==> src/rtl/dmem_port_arbiter.sv <==
// Two-port arbiter in front of the single data-memory port.
// Port 0 is the MEM stage, port 1 the debug/loader port.
module dmem_port_arbiter #(
  parameter int MEM_LAT    = 1,
  parameter int STARVE_MAX = 4
) (
  input  logic        clk_i,
  input  logic        rst_i,
  input  logic        p0_req_i,
  input  logic [1:0]  p0_read_i,
  input  logic [1:0]  p0_write_i,
  input  logic [31:0] p0_addr_i,
  input  logic [31:0] p0_wdata_i,
  output logic [31:0] p0_rdata_o,
  output logic        p0_done_o,
  output logic        p0_stall_o,
  input  logic        p1_req_i,
  input  logic [1:0]  p1_read_i,
  input  logic [1:0]  p1_write_i,
  input  logic [31:0] p1_addr_i,
  input  logic [31:0] p1_wdata_i,
  output logic [31:0] p1_rdata_o,
  output logic        p1_done_o,
  output logic [1:0]  mem_read_o,
  output logic [1:0]  mem_write_o,
  output logic [31:0] mem_addr_o,
  output logic [31:0] mem_wdata_o,
  input  logic [31:0] mem_rdata_i
);

  localparam logic [1:0] S_IDLE = 2'd0;
  localparam logic [1:0] S_BUSY = 2'd1;
  localparam logic [1:0] S_RESP = 2'd2;

  localparam logic [1:0] LAT_M1 = 2'(MEM_LAT - 1);
  localparam logic [3:0] SMAX   = 4'(STARVE_MAX);

  logic [1:0]  state_q, state_d;
  logic        owner_q, owner_d;
  logic [1:0]  cnt_q, cnt_d;
  logic [3:0]  starve_q, starve_d;
  logic [1:0]  mem_read_q, mem_read_d;
  logic [1:0]  mem_write_q, mem_write_d;
  logic [31:0] mem_addr_q, mem_addr_d;
  logic [31:0] mem_wdata_q, mem_wdata_d;
  logic [31:0] p0_rdata_q, p0_rdata_d;
  logic [31:0] p1_rdata_q, p1_rdata_d;
  logic        p0_done_q, p0_done_d;
  logic        p1_done_q, p1_done_d;

  logic        grant1;
  logic [1:0]  sel_read;
  logic [1:0]  sel_write;

  always_comb begin
    state_d     = state_q;
    owner_d     = owner_q;
    cnt_d       = cnt_q;
    starve_d    = starve_q;
    mem_read_d  = mem_read_q;
    mem_write_d = mem_write_q;
    mem_addr_d  = mem_addr_q;
    mem_wdata_d = mem_wdata_q;
    p0_rdata_d  = p0_rdata_q;
    p1_rdata_d  = p1_rdata_q;
    p0_done_d   = 1'b0;
    p1_done_d   = 1'b0;
    grant1      = p1_req_i & (~p0_req_i | (starve_q == SMAX));
    sel_read    = grant1 ? p1_read_i : p0_read_i;
    sel_write   = grant1 ? p1_write_i : p0_write_i;
    unique case (state_q)
      S_IDLE: begin
        if (!p1_req_i) starve_d = 4'd0;
        if (p0_req_i || p1_req_i) begin
          owner_d     = grant1;
          // a write wins over a simultaneous read code
          mem_read_d  = (sel_write != 2'd0) ? 2'd0 : sel_read;
          mem_write_d = sel_write;
          mem_addr_d  = grant1 ? p1_addr_i : p0_addr_i;
          mem_wdata_d = grant1 ? p1_wdata_i : p0_wdata_i;
          cnt_d       = LAT_M1;
          state_d     = S_BUSY;
          if (grant1) begin
            starve_d = 4'd0;
          end else if (p1_req_i && starve_q != SMAX) begin
            starve_d = starve_q + 4'd1;
          end
        end
      end
      S_BUSY: begin
        if (cnt_q == 2'd0) begin
          state_d     = S_RESP;
          mem_read_d  = 2'd0;
          mem_write_d = 2'd0;
          if (mem_read_q != 2'd0) begin
            if (owner_q) p1_rdata_d = mem_rdata_i;
            else         p0_rdata_d = mem_rdata_i;
          end
          p0_done_d = ~owner_q;
          p1_done_d = owner_q;
        end else begin
          cnt_d = cnt_q - 2'd1;
        end
      end
      S_RESP:  state_d = S_IDLE;
      default: state_d = S_IDLE;
    endcase
  end

  always_ff @(posedge clk_i) begin
    if (rst_i) begin
      state_q     <= S_IDLE;
      owner_q     <= 1'b0;
      cnt_q       <= 2'd0;
      starve_q    <= 4'd0;
      mem_read_q  <= 2'd0;
      mem_write_q <= 2'd0;
      mem_addr_q  <= 32'd0;
      mem_wdata_q <= 32'd0;
      p0_rdata_q  <= 32'd0;
      p1_rdata_q  <= 32'd0;
      p0_done_q   <= 1'b0;
      p1_done_q   <= 1'b0;
    end else begin
      state_q     <= state_d;
      owner_q     <= owner_d;
      cnt_q       <= cnt_d;
      starve_q    <= starve_d;
      mem_read_q  <= mem_read_d;
      mem_write_q <= mem_write_d;
      mem_addr_q  <= mem_addr_d;
      mem_wdata_q <= mem_wdata_d;
      p0_rdata_q  <= p0_rdata_d;
      p1_rdata_q  <= p1_rdata_d;
      p0_done_q   <= p0_done_d;
      p1_done_q   <= p1_done_d;
    end
  end

  assign mem_read_o  = mem_read_q;
  assign mem_write_o = mem_write_q;
  assign mem_addr_o  = mem_addr_q;
  assign mem_wdata_o = mem_wdata_q;
  assign p0_rdata_o  = p0_rdata_q;
  assign p1_rdata_o  = p1_rdata_q;
  assign p0_done_o   = p0_done_q;
  assign p1_done_o   = p1_done_q;
  assign p0_stall_o  = p0_req_i & ~p0_done_q;

endmodule
==> config.mk <==
export PLATFORM = sky130hd
export DESIGN_NAME = dmem_port_arbiter
export DESIGN_NICKNAME = d
export VERILOG_FILES = /design/src/rtl/dmem_port_arbiter.sv
export SDC_FILE = /design/constraint.sdc
export NUM_CORES = 1
export LEC_CHECK = 0
export CAP_MARGIN = 20
export CORE_MARGIN = 2
export CORE_UTILIZATION = 38
export DETAILED_ROUTE_END_ITERATION = 16
export PLACE_DENSITY = 0.92
export SYNTH_ARGS = -nofsm -noshare
export SYNTH_HDL_FRONTEND = slang
export SYNTH_SLANG_ARGS = --single-unit
export TNS_END_PERCENT = 5
==> constraint.sdc <==
create_clock -name clk_i -period 1.8 [get_ports clk_i]
set_input_delay 0.36 -clock clk_i [delete_from_list [all_inputs] [get_ports clk_i]]
set_output_delay 0.36 -clock clk_i [all_outputs]
set_load 0.005 [all_outputs]
# Word-level counts from Yosys, hierarchy flattened

Cells that the tools add are included.
Widths: inputs -> output; s select.

Register bits after elaboration: 143
Bits in latches: 0
RAM bits: 0
ROM bits: 0
Input bits: 172
Memories kept: 0

$add $sub $neg: 2
Multipliers: 0
Divide/modulo/power cells: 0
Magnitude comparators: 0
Eq/ne operators: 6
Shift-type cells: 0
Multiplexer cells: 20
Bitwise logic cells: 8
Reduce and logical (&&, ||, !) cells: 14

Operator list:

| kind                | number |
|---|---|
| $mux 32             | 2 |
| $mux 2              | 10 |
| $mux 4              | 4 |
| $pmux 2 s2          | 4 |
| $reduce_and 4->1    | 2 |
| $ne 2x2->1 const B  | 3 |
| $reduce_and 3->1    | 2 |
| $reduce_bool 2->1   | 3 |
| $not 1->1           | 5 |
| $add 4x1->4 const B | 1 |
| $eq 4x3->1 const B  | 1 |
| $logic_not 2->1     | 2 |
| $ne 4x3->1 const B  | 1 |
| $reduce_and 2->1    | 2 |
| $reduce_or 3->1     | 1 |
| $and 1x1->1         | 2 |
| $eq 2x1->1 const B  | 1 |
| $sub 2x1->2 const B | 1 |
| $logic_and 1x1->1   | 1 |
| $logic_or 1x1->1    | 1 |
| $or 1x1->1          | 1 |

# Logic depth before layout (Yosys ltp)

Word-level depth: 8
Mapped depth: 8
Mapped depth without buffers: 6

# Worst setup path after synthesis

Ideal clock, no wire load.

Kind: flip-flop to flip-flop
Start point: reg starve_q[0]
End point: reg mem_addr_q[10] (netlist: mem_addr_o[10])
Library setup time: 123 ps
Data arrival time: 1555 ps
Required time: 1677 ps
Path slack: 122 ps
Stages on the path, launching flop included: 9
Path buffers: 2
Period minus slack after synthesis: 1678 ps
Cells stage by stage: dfxtp_1 -> inv_1 -> ha_1 -> nand3b_1 -> o211a_1 -> clkbuf_1 -> buf_2 -> a222oi_1 -> inv_1

Cells in the longest elaborated chain, start to end: 4

RTL lines:

| what                   | line | source |
|---|---|---|
| start, declared        | 41   | `logic [3:0] starve_q, starve_d;` |
| start signal, assigned | 128  | `starve_q <= starve_d;` |
| $eq 4x3->1             | 68   | `grant1 = p1_req_i & (~p0_req_i \| (starve_q == SMAX));` |
| $or 1x1->1             | 68   |  |
| $and 1x1->1            | 68   |  |
| $mux 32                | 79   | `mem_addr_d = grant1 ? p1_addr_i : p0_addr_i;` |
| end signal, assigned   | 131  | `mem_addr_q <= mem_addr_d;` |
| end, declared          | 44   | `logic [31:0] mem_addr_q, mem_addr_d;` |

Every way passes these cells.
A chain may end at the register's enable or synchronous reset.

# Final worst setup path

Start point: in p0_req_i
End point: out p0_stall_o

Cells in the longest elaborated chain, start to end: 1

RTL lines:

| what            | line | source |
|---|---|---|
| start, declared | 9    | `input logic p0_req_i,` |
| $and 1x1->1     | 148  | `assign p0_stall_o = p0_req_i & ~p0_done_q;` |
| end, declared   | 16   | `output logic p0_stall_o,` |

Every way passes these cells.

==> results.py <==
metrics = {
    "placed_design": {
        "gp_congestion": 0.816,
        "placed_area_mm2": 0.00862,
        "portBuffers": 306,
        "hpwl_mm": 13.7,
    },
    "clocking": {
        "cts_made_buffers": 17,
        "cts.clk_slew.worst_paths_ns": 0.06,
        "clkSinkCount": 143,
        "root_buffer": "clkbuf_16",
        "cts_hold_buffers": 0,
        "clock_path_buffers": 2,
        "cts_tree": "done",
        "clkLatencyLatePin_ns": 0.41,
        "cts.htree.levels": 4,
    },
    "worst_setup_path": {
        "cp_num_buf_inv": 2,
        "crit_type": "in -> out",
        "worst-path-max-fanout": 8,
        "end_kind": "primary output",
        "startpoint_type": "input port",
        "arrival_ns": 1.42,
        "crit_chain": "clkdlybuf4s15_1 -> nor2b_1 -> clkdlybuf4s50_1",
        "cp_slowest_stage_delay_ns": 0.54,
        "worst_path_max_delay_cell": "clkdlybuf4s50_1",
        "crit_required_ns": 1.44,
        "critPathTopFamily": "buffers and inverters",
    },
    "cells_and_area": {
        "multi_input_area_mm2": 0.00192,
        "area_delta_synth_final_pct": 77.1,
        "fin_area_mm2": 0.00930,
        "seqCellArea_mm2": 0.00287,
        "diodes": 0,
        "layout-drive-gt1-share": 0.0804,
        "fin_nets": 1071,
        "fillers": 1003,
    },
    "global_route": {
        "antenna_found_initial": 0,
        "grt_pass1_wl_mm": 28.3,
        "grt.total_usage": 0.249,
        "grt_pass1_vias": 5392,
        "grt_overflow": 0,
        "grt_max_degree": 77,
    },
    "synth": {
        "ys_types": 35,
        "synth_fp_nets": 761,
        "synth_edf_count": 0,
        "syn_inst": 586,
        "yosysSeqAreaShare": 0.545,
        "synthTopCellsByCount": "dfxtp_1 (143), nand2_1 (137), inv_1 (73)",
        "yosysWarningCount": 0,
        "yosys-top-cells-area": "dfxtp_1 (55%), a222oi_1 (13%), nand2_1 (9.8%)",
        "synth-main-ff-cell": "dfxtp_1",
        "yosysMostFrequentCell": "dfxtp_1",
        "synth-seq-cells": 143,
        "synth_top_area_cell": "dfxtp_1",
        "ys_async_sr_fraction": 0,
        "synth_top_area_share": 0.545,
        "netlist_area_mm2": 0.00525,
        "postSynthAreaPerCell_um2": 8.96,
    },
    "timing": {
        "clock_skew_ns": 0.0101,
        "rsz0062_at_grt": "yes",
        "min_period_ns": 1.78,
        "whs_ns": 0.451,
        "hold_viol": 0,
        "finalCritPeriodShare": 0.990,
        "fmax_mhz": 561,
        "finalSetupViolCount": 0,
        "relSlewSlack": 0.740,
        "tightest_slew_ns": 0.389,
        "slew_violations": 0,
    },
    "floorplanning": {
        "core_area_mm2": 0.0133,
        "num_rows": 42,
        "die_x_um": 122,
        "die_area_mm2": 0.0148,
        "die_h_um": 122,
        "initial_core_util": 0.393,
        "io_pins": 307,
    },
    "run_status": {
        "status": "finished clean",
    },
    "drt": {
        "ant_nets": 0,
        "drc": 0,
        "dr.pass1.iters": 9,
        "drt-initial-drc-count": 712,
        "wl_mm": 19.0,
        "wl_per_cell_um": 17.6,
        "vias": 5706,
        "viasPerCell": 5.26,
    },
    "power_and_ir_drop": {
        "p_leak_nw": 3.77,
        "ir_worst_vdd_mv": 0.621,
        "power_density_mw_per_mm2": 908,
    },
    "flow_run": {
        "drv_cap": 0,
    },
    "hold_path": {
        "holdCritPathClass": "reg -> reg",
    },
}
-- flip-flops by register name, summed over array words and instances, names as in the netlist --
register / cells
starve_q: 4
mem_wdata_o: 32
mem_write_o: 2
p1_done_o: 1
mem_addr_o: 32
mem_read_o: 2
owner_q: 1
p0_rdata_o: 32
p0_done_o: 1
p1_rdata_o: 32
cnt_q: 2
state_q: 2
-- where the power goes --
| part | internal [mW] | switching (mW) |
|---|---|---|
| sequential | 3.33 | 0.0908 |
| clock | 2.52 | 1.32 |
| combinational | 0.756 | 0.439 |
| total | 6.60 | 1.85 |
-- what timing repair did --
item                       in CTS  in global routing
pin swaps                       0                  2
resized for setup               1                 10
setup buffers                   0                  1
setup endpoints to repair       1                 51
-- area by class of cell --
| type | instances | area share |
|---|---|---|
| multi-input cells | 325 | 0.206 |
| repair buffers | 336 | 0.363 |
| inverters | 73 | 0.0295 |
| clock inverters | 11 | 0.0202 |
| clock buffers | 20 | 0.0491 |
| well taps | 176 | 0.0237 |
| flip-flops and latches | 143 | 0.308 |
-- kinds of logic (layout without fill, tap and decap cells) --
kind of cell	after synthesis	count (layout)	share of synthesized area
multiplexers	2	2	0.00381
buffers and inverters	118	440	0.0955
adder cells (fa/ha/maj)	3	3	0.00715
flip-flops	143	143	0.545
AO/OA/AOI/OAI	145	145	0.209
AND/OR/NAND/NOR	175	175	0.139
-- path summary, 6_finish.rpt --
check	from	end	slack, ns	cells past startpoint
max	p0_req_i	p0_stall_o	0.02	3
min	p0_rdata_o[31]	p0_rdata_o[31]	0.45	2
max reg2reg	starve_q[1]	mem_addr_o[28]	0.05	8
min reg2reg	p0_rdata_o[31]	p0_rdata_o[31]	0.45	2
-- cells in the final DEF (no fill, tap or decap), types with 7 or more instances in the layout --
cell and instances:
nor2_1 9, a21oi_1 69, nand2_1 137, inv_1 71, a222oi_1 66, dfxtp_1 140, clkdlybuf4s50_1 304, clkbuf_16 17
buf_12 7, buf_4 22
-- stage by stage --
step	power [mW]	setup WS [ns]	instances	setup TNS [ns]	util
3_3_place_gp	4.62	-0.231	1052	-13.32	0.646
6_report	8.45	0.0187	1084	0	0.697
2_1_floorplan	3.80	0.122	586	0	-
3_5_place_dp	4.66	-0.350	1052	-17.20	0.646
4_1_cts	8.49	0.0229	1083	0	0.694
5_1_grt	8.76	-0.0460	1084	-0.0994	0.697
-- worst register-to-register path, cell delays in order, from the launching register on --
cell and delay, ns:
dfxtp_2 0.36, inv_2 0.05, ha_4 0.14, nand3b_1 0.18, a2111oi_4 0.11, buf_4 0.18
buf_12 0.16, a222oi_1 0.38, inv_1 0.08
-- layer usage --
layer	vias up	GRT usage	wire length, um
li1	2670	-	-
met1	2673	0.291	7450
met2	313	0.427	9340
met3	50	0.0632	1540
met4	0	0.121	699
met5	-	0	0
Note: power is estimated with default switching activity, not from simulation.
==> edit: new RTL, config.mk and constraints unchanged <==
`mem_wdata_q` no longer has a reset.
--- a/src/rtl/dmem_port_arbiter.sv
+++ b/src/rtl/dmem_port_arbiter.sv
@@ -116,7 +116,6 @@
       mem_read_q  <= 2'd0;
       mem_write_q <= 2'd0;
       mem_addr_q  <= 32'd0;
-      mem_wdata_q <= 32'd0;
       p0_rdata_q  <= 32'd0;
       p1_rdata_q  <= 32'd0;
       p0_done_q   <= 1'b0;
@@ -129,12 +128,15 @@
       mem_read_q  <= mem_read_d;
       mem_write_q <= mem_write_d;
       mem_addr_q  <= mem_addr_d;
-      mem_wdata_q <= mem_wdata_d;
       p0_rdata_q  <= p0_rdata_d;
       p1_rdata_q  <= p1_rdata_d;
       p0_done_q   <= p0_done_d;
       p1_done_q   <= p1_done_d;
     end
+  end
+
+  always_ff @(posedge clk_i) begin
+    mem_wdata_q <= mem_wdata_d;
   end
 
   assign mem_read_o  = mem_read_q;
Formal check against the unedited RTL: not equivalent (Yosys sat finds a counterexample within 4 cycles, from zero or initial values and one cycle with rst_i high).
==> edit against the unedited design <==
Synthesized cell count rose by 5.5%. Synthesized area increased by 20%. Total power shrank 0.35%. Non-clock buffer count is 3 higher. Critical endpoint is now mem_wdata_o[15]$_DFFE_PP_. Setup slack improved by 45 ps. Routed wire length increased by 17%. Sequential cell count is the same. Final area is 10% higher. Clock skew decreased by 2.1 ps. Combinational power increased by 41%. Core utilization is 6.8 points lower.
==> edit: results (changes against the unedited design) <==
* WHS Endpoint: mem_write_o[1]$_SDFFE_PP0P_ (was p0_rdata_o[31]$_SDFFE_PP0P_)
* Via count at 6472 (was 5706)
* Layout cell share with drive strength beyond 1 at 11.3% (was 8.04%)
* Pre-CTS setup slack at -272 ps (was -350 ps)
* First drt pass iteration count at 4 (was 9)
* Avg WL per Cell at 19.6 um (was 17.6 um)
* VDD IR max at 0.630 mV (was 0.621 mV)
* Crit. Startpoint: starve_q[0]$_SDFFE_PP0P_ (was p0_req_i)
* Vias in the first global route at 6192 (was 5392)
* HPWL after DPL at 15400 um (was 13700 um)
* Fillers at 1332 (was 1003)
* Initial DRC Count at 519 (was 712)
* Syn nets at 793 (was 761)
* Crit path to: mem_wdata_o[15]$_DFFE_PP_ (was p0_stall_o)
* Vias per cell at 5.70 (was 5.26)
* Status: completed (unchanged)
* Commonest cells post-synth: dfxtp_1 (111), a21oi_1 (70), nand4_1 (68), o31ai_1 (65), clkbuf_1 (42) (was dfxtp_1 (143), nand2_1 (137), inv_1 (73), a21oi_1 (69), a222oi_1 (66))
* Hold slack at 340 ps (was 451 ps)
* Leakage Power at 3.45 nW (was 3.77 nW)
* Worst-case reg-to-reg path depth at 6 (was 8)
* Critical Path AT at 1880 ps (was 1420 ps)
* Worst hold start: rst_i (was p0_rdata_o[31]$_SDFFE_PP0P_)
* Synthesized area per cell at 10.2 um2 (was 8.96 um2)
* Total track usage at 23.7% (was 24.9%)
* Post-synth cell types at 43 (was 35)
-- edit: cell type report --
cell class | instances | area, um2 | share of cell area [%]
well taps | 220 | 275 | 2.68
inverters | 39 | 146 | 1.42
clock inverters | 6 | 33.8 | 0.329
multi-input cells | 362 | 2650 | 25.8
repair buffers | 339 | 3490 | 34.0
flip-flops and latches | 143 | 3190 | 31.0
clock buffers | 26 | 489 | 4.76
-- edit: logic make-up (layout without fill, tap and decap cells) --
group	count (synthesis)	in the layout	share of synthesized area (%)
buffers and inverters	113	410	7.77
DFF	143	143	50.7
muxes	32	32	5.74
AOI/OAI and AO/OA	218	218	24.5
adders and majority gates	3	3	0.598
and+or+nand+nor	109	109	10.7
-- edit: what timing repair did --
| action | 4_1_cts | 5_1_grt |
|---|---|---|
| pin swaps | 0 | 2 |
| endpoints found under the setup margin | 3 | 34 |
| setup buffers | 0 | 1 |
| endpoints found under the hold margin | 0 | 0 |
| gates resized for setup | 3 | 6 |
| cloned | 0 | 3 |
-- edit: critical path, stage by stage (launching register included) --
cell       delay (ps)
dfxtp_2           330
inv_2              60
ha_2              180
nand4b_1          180
nand2_4           210
clkbuf_16         190
mux2_2            340
-- edit: routing by layer --
metal / global-route usage [%] / up-vias / share of wire [%]
met5: 0 / - / 0
met2: 40.5 / 274 / 50
met3: 5.29 / 57 / 5.7
met4: 9.08 / 0 / 3.6
met1: 29.1 / 3167 / 41
li1: - / 2974 / -
-- edit: power breakdown --
part | switching, mW | leakage (nW) | total (mW) | internal (mW)
registers | 0.0965 | 1.22 | 3.59 | 3.50
logic | 0.762 | 1.97 | 1.68 | 0.918
clock network | 1.28 | 0.262 | 3.15 | 1.86
